File: src/rtl/alu_writeback.sv
// ALU writeback stage: one-cycle pending stage, architectural register file, and a
// result FIFO whose free space gates issue so no accepted result can be dropped.
module alu_writeback #(
   parameter int DEPTH = 4,
   parameter int NREGS = 8,
   localparam int RW = $clog2(NREGS),
   localparam int PW = $clog2(DEPTH),
   localparam int CW = PW + 1
) (
   input  logic               clk,
   input  logic               rst_n,
   input  logic               issue_valid,
   input  logic [3:0]         issue_opcode,
   input  logic [RW-1:0]      issue_dest,
   output logic               issue_ready,
   input  logic signed [15:0] alu_out,
   input  logic [RW-1:0]      rd_addr,
   output logic [15:0]        rd_data,
   output logic               res_valid,
   input  logic               res_ready,
   output logic [15:0]        res_data,
   output logic [RW-1:0]      res_dest,
   output logic               res_zero,
   output logic               res_neg,
   output logic [CW-1:0]      fifo_count,
   output logic               illegal_err
);

   logic [15:0]   regs [NREGS];
   logic [15:0]   fifo_data [DEPTH];
   logic [RW-1:0] fifo_dest [DEPTH];

   logic [PW-1:0] wr_ptr;
   logic [PW-1:0] rd_ptr;
   logic [CW-1:0] count;
   logic          pend_valid;
   logic [RW-1:0] pend_dest;
   logic          pend_legal;
   logic          err;

   logic accept;
   logic push;
   logic pop;
   logic opcode_legal;

   // Pending result counts against free space so the slot is reserved at issue time.
   assign issue_ready  = ({1'b0, count} + (CW+1)'(pend_valid)) < (CW+1)'(DEPTH);
   assign accept       = issue_valid && issue_ready;
   assign opcode_legal = (issue_opcode >= 4'b1000) && (issue_opcode <= 4'b1101);
   assign push         = pend_valid && pend_legal;
   assign res_valid    = (count != '0);
   assign pop          = res_valid && res_ready;

   always_ff @(posedge clk or negedge rst_n) begin
      if (!rst_n) begin
         pend_valid <= 1'b0;
         pend_dest  <= '0;
         pend_legal <= 1'b0;
         err        <= 1'b0;
      end else begin
         pend_valid <= accept;
         if (accept) begin
            pend_dest  <= issue_dest;
            pend_legal <= opcode_legal;
         end
         if (pend_valid && !pend_legal) begin
            err <= 1'b1;
         end
      end
   end

   always_ff @(posedge clk or negedge rst_n) begin
      if (!rst_n) begin
         for (int i = 0; i < NREGS; i++) begin
            regs[i] <= '0;
         end
      end else if (push) begin
         regs[pend_dest] <= alu_out;
      end
   end

   always_ff @(posedge clk or negedge rst_n) begin
      if (!rst_n) begin
         wr_ptr <= '0;
         rd_ptr <= '0;
         count  <= '0;
      end else begin
         if (push) begin
            wr_ptr <= wr_ptr + 1'b1;
         end
         if (pop) begin
            rd_ptr <= rd_ptr + 1'b1;
         end
         case ({push, pop})
            2'b10:   count <= count + 1'b1;
            2'b01:   count <= count - 1'b1;
            default: count <= count;
         endcase
      end
   end

   // Storage carries no reset; validity is tracked by count alone.
   always_ff @(posedge clk) begin
      if (push) begin
         fifo_data[wr_ptr] <= alu_out;
         fifo_dest[wr_ptr] <= pend_dest;
      end
   end

   assign rd_data     = regs[rd_addr];
   assign res_data    = res_valid ? fifo_data[rd_ptr] : '0;
   assign res_dest    = res_valid ? fifo_dest[rd_ptr] : '0;
   assign res_zero    = res_valid && (fifo_data[rd_ptr] == 16'h0000);
   assign res_neg     = res_valid && fifo_data[rd_ptr][15];
   assign fifo_count  = count;
   assign illegal_err = err;

   no_overflow: assert property (@(posedge clk) disable iff (!rst_n)
      !(push && !pop && (count == CW'(DEPTH))));

endmodule

File: config.mk
export PLATFORM = sky130hd
export DESIGN_NAME = alu_writeback
export DESIGN_NICKNAME = d
export VERILOG_FILES = /design/src/rtl/alu_writeback.sv
export SDC_FILE = /design/constraint.sdc
export NUM_CORES = 1
export LEC_CHECK = 0
export ABC_AREA = 1
export CORE_ASPECT_RATIO = 1.4
export CORE_MARGIN = 2
export CORE_UTILIZATION = 40
export DETAILED_ROUTE_END_ITERATION = 7
export PLACE_DENSITY_LB_ADDON = 0.08
export SETUP_SLACK_MARGIN = 0.05
export SYNTH_ARGS = -nofsm -noshare
export SYNTH_HDL_FRONTEND = slang
export SYNTH_SLANG_ARGS = --single-unit
File: constraint.sdc
create_clock -name clk -period 2.35 [get_ports clk]
set_input_delay 0.3525 -clock clk [delete_from_list [all_inputs] [get_ports clk]]
set_output_delay 0.3525 -clock clk [all_outputs]
set_load 0.05 [all_outputs]
==> impl_summary.md <==
Power
The total internal power is 9.842 mW. The peak ir drop on the vdd network is 0.8972 mV. The total power density per cell area is 1375 mW/mm2.

Per report_power, the clock group accounts for 25.0% of the total. The static power due to leakage is 5.167 nW. The sequential fraction of design power is 37.0%. The combinational fraction of design power is 38.0%. In this run switching power makes up 37.75% of total power. For this design the total switching power over the nets is 5.967 mW.

Final layout
Once layout is complete, the cells apart from fillers number 1352. For this run, the share of the core covered by cells in the final layout is 49.74%. The share of layout cells above drive strength 1 is 12.52%. The antenna diode count is 0. The sequential cell area in the final layout is 0.005813 mm2. The number of filler cells placed in the layout is 2207.

Relative to the synthesized area, the layout overhead comes to 22.82%. The multi-input combinational cells in the finished layout cover a total of 0.003148 mm2. In the final design database the tool counted 1066 nets.

Leaving out fill and tap cells, the most frequent cells in the layout are sky130_fd_sc_hd__nand2_1 (270), sky130_fd_sc_hd__dfrtp_1 (139), sky130_fd_sc_hd__o21ai_0 (102), sky130_fd_sc_hd__edfxtp_1 (76). The library cell used most frequently in the layout, excluding fill and tap cells, is sky130_fd_sc_hd__nand2_1.

Timing
The final count of pins violating max slew is 0. The final number of setup-violating endpoints is 0. The transition time at the pin with the least slew margin is 709.9 ps. On the final layout, the worst clock skew is 6.079 ps. The final worst-path setup slack is 22.74 ps.

The part of the cycle the worst path needs is 99.03%. The time the worst path needs with I/O delays and setup is 2327 ps. The final hold violation count is 0. Setup repair after global routing could not meet its margin everywhere. Timing would allow up to 0.4297 GHz. Hold timing on the final database bottoms out at a slack of 384.3 ps. The final-layout setup total negative slack is 0 ps.

The max-slew headroom at the worst pin is 52.50%.

Global route
Entering global routing, the biggest net connects 65 pins. The initial antenna violation count came to 0. The total overflow left after global routing is 0. The via count of the first global-routing pass was 6558. Across every metal layer, demand over resource in global routing totals 19.37%. The first-pass GRT wire length is 37010 um.

Synth
In this run the mean area of a mapped cell was 9.704 um2. The unique cell type count in the Yosys netlist is 28. The post-synth net total is 1001. The post-synthesis register bit count is 217. Summing the sequential cell areas from Yosys gives 62.05% of the chip area. After synthesis the cells add up to 0.009364 mm2. The number of synthesis warnings is 0.

Synthesis handed over a netlist of 965 instances.

Detailed routing
The number of detailed-routing iterations run before antenna repair is 5. In this run, the number of DRC markers left after iteration 0 of detailed routing was 468. The total vias in the final route is 6774. Dividing the detail-routed wire length by the instance count gives 17.37 um. The post-detailed-route via-to-cell ratio is 5.010. The post-detailed-routing wire length is 23490 um. For this run, design rule violations remaining after detail routing come to 0. The number of nets with antenna violations after routing is 0.

Clock network
The number of H-tree levels is 1. TritonCTS created 22 clock buffers. Clock-pin slew was measured on the worst setup and hold paths at 60 ps. The sink count of the clock tree is 217. The longest clock path from root to sink contains 3 buffers. The root buffer cell chosen for the clock tree is sky130_fd_sc_hd__clkbuf_16. Clock latency on the worst-skew pair, taken at its later pin, is 500 ps.

TritonCTS built the clock tree.

Outcome
The run finished with clean final reports.

Setup path
The worst setup path is captured at an output port. The kind of critical path is reg2out. Along the worst path, the maximum fanout reaches 18. The worst path required time is 2000 ps. The startpoint kind of the worst setup timing path is a flip-flop. The worst endpoint data arrival time is 1970 ps.

Floorplan
For this configuration, the core starts out at a cell density of 40.50%. The initialized floorplan defines 66 standard-cell rows. In this run the count of I/O pins placed on the die edge is 73. The die is 133.3 um wide.

The height of the die is 185.0 um. The floorplan core area is 0.02312 mm2. The full die area is 0.02467 mm2.

Flow run
The max capacitance violation total is 0.

Place
Buffers placed on the I/O ports in this run total 71. OpenSTA, run right after detailed placement, puts the worst setup slack at 223.0 ps. The sum of net half-perimeters after detailed placement is 14160 um. The cell total after placement is 1309.

The weighted congestion at the end of routability-driven global placement is 0.7113.

Worst hold path
In this run the worst hold path is classified as in2async.
repair_timing:
action / in CTS / in global routing
gates cloned: 0 / 1
pin swaps: 0 / 5
buffers inserted: 0 / 1
endpoints found under the hold margin: 52 / 0
hold buffers: 1 / 0
gates resized for setup: 3 / 15
endpoints found under the setup margin: 2 / 16
cell type report:
class / count / area share (%)
Multi-Input combinational cell: 649 / 27.37
Timing Repair Buffer: 99 / 10.22
Clock inverter: 13 / 1.849
Sequential cell: 217 / 50.54
Inverter: 41 / 1.382
Tap cell: 306 / 3.329
Clock buffer: 27 / 5.309
power by group through the flow:
stage                     Clock, mW  Sequential (mW)  Combinational, mW
after floorplan                   0             5.82               4.03
after global placement            0             5.87               5.86
after detailed placement          0             5.89               5.91
after CTS                      4.05             5.83               5.93
after global routing           4.23             5.99               6.63
final                          3.96             5.85               6.01
Yosys cell counts (all sizes together):
cell type | number | share of area (%)
and2 | 1 | 0.067
dfrtp | 141 | 38
nor3 | 1 | 0.053
mux2i | 32 | 3.4
a21oi | 5 | 0.27
ha | 5 | 0.67
nand3 | 35 | 1.9
xor2 | 3 | 0.28
clkbuf | 11 | 0.44
o21ai | 172 | 9.2
fa | 1 | 0.21
buf | 47 | 2.6
xnor2 | 1 | 0.094
edfxtp | 76 | 24
nor2 | 80 | 3.5
nand2 | 280 | 11
a21o | 1 | 0.080
o22ai | 32 | 2.1
inv | 41 | 1.6
stage by stage:
| step | cell area [um2] | total power [mW] |
|---|---|---|
| floorplan | 9370 | 9.850 |
| global placement | 10590 | 11.72 |
| detailed placement | 10590 | 11.80 |
| CTS | 11420 | 15.81 |
| global route | 11500 | 16.84 |
| finish | 11500 | 15.81 |
flip-flops by register name, indices dropped and copies added, names as in the netlist:
register and count:
fifo_data 64, wr_ptr 2, rd_ptr 2, fifo_count 3, pend_valid 1, pend_legal 1, illegal_err 1, regs 128
pend_dest 3, fifo_dest 12
per-layer routing:
layer  global-route usage [%]  part of all wire [%]  vias to the layer above
met5                        0                     0                        -
met4                    5.319                   1.9                        0
met3                    2.244                   3.9                       33
met2                    32.62                    49                      138
met1                    26.69                    46                     3244
li1                         -                     -                     3359
final timing paths:
path | cells past startpoint | slack, ps | startpoint | end
setup reg to reg | 8 | 360 | fifo_count[1] | fifo_count[1]
hold / removal | 2 | 380 | rst_n | regs[91]
min in group clk | 3 | 410 | issue_dest[0] | pend_dest[0]
max in group asynchronous | 3 | 1200 | rst_n | regs[47]
hold reg to reg | 1 | 450 | illegal_err | illegal_err
setup / recovery | 10 | 20 | rd_ptr[0] | res_zero
kinds of logic (layout without fill, tap and decap cells):
logic type      Yosys count  in the layout  share of synthesized area (%)
fa+ha+maj                 6              6                         0.8819
mux                      32             32                          3.421
xor+xnor                  4              4                         0.3742
compound gates          210            210                          11.68
flops                   217            217                          62.05
buf+inv                  99            180                          4.730
simple gates            397            397                          16.86
worst max-delay path, cell delays in order, from the launching register on:
cell                      delay [ps]
sky130_fd_sc_hd__dfrtp_2         420
sky130_fd_sc_hd__inv_4            80
sky130_fd_sc_hd__buf_12          160
sky130_fd_sc_hd__nand2_1          60
sky130_fd_sc_hd__nand3_1          70
sky130_fd_sc_hd__nand2_2         100
sky130_fd_sc_hd__nand2_1          50
sky130_fd_sc_hd__nor2_1          120
sky130_fd_sc_hd__nand3_1         100
sky130_fd_sc_hd__nor2_2          160
sky130_fd_sc_hd__buf_12          150
Power figures use the tool's default switching activity.
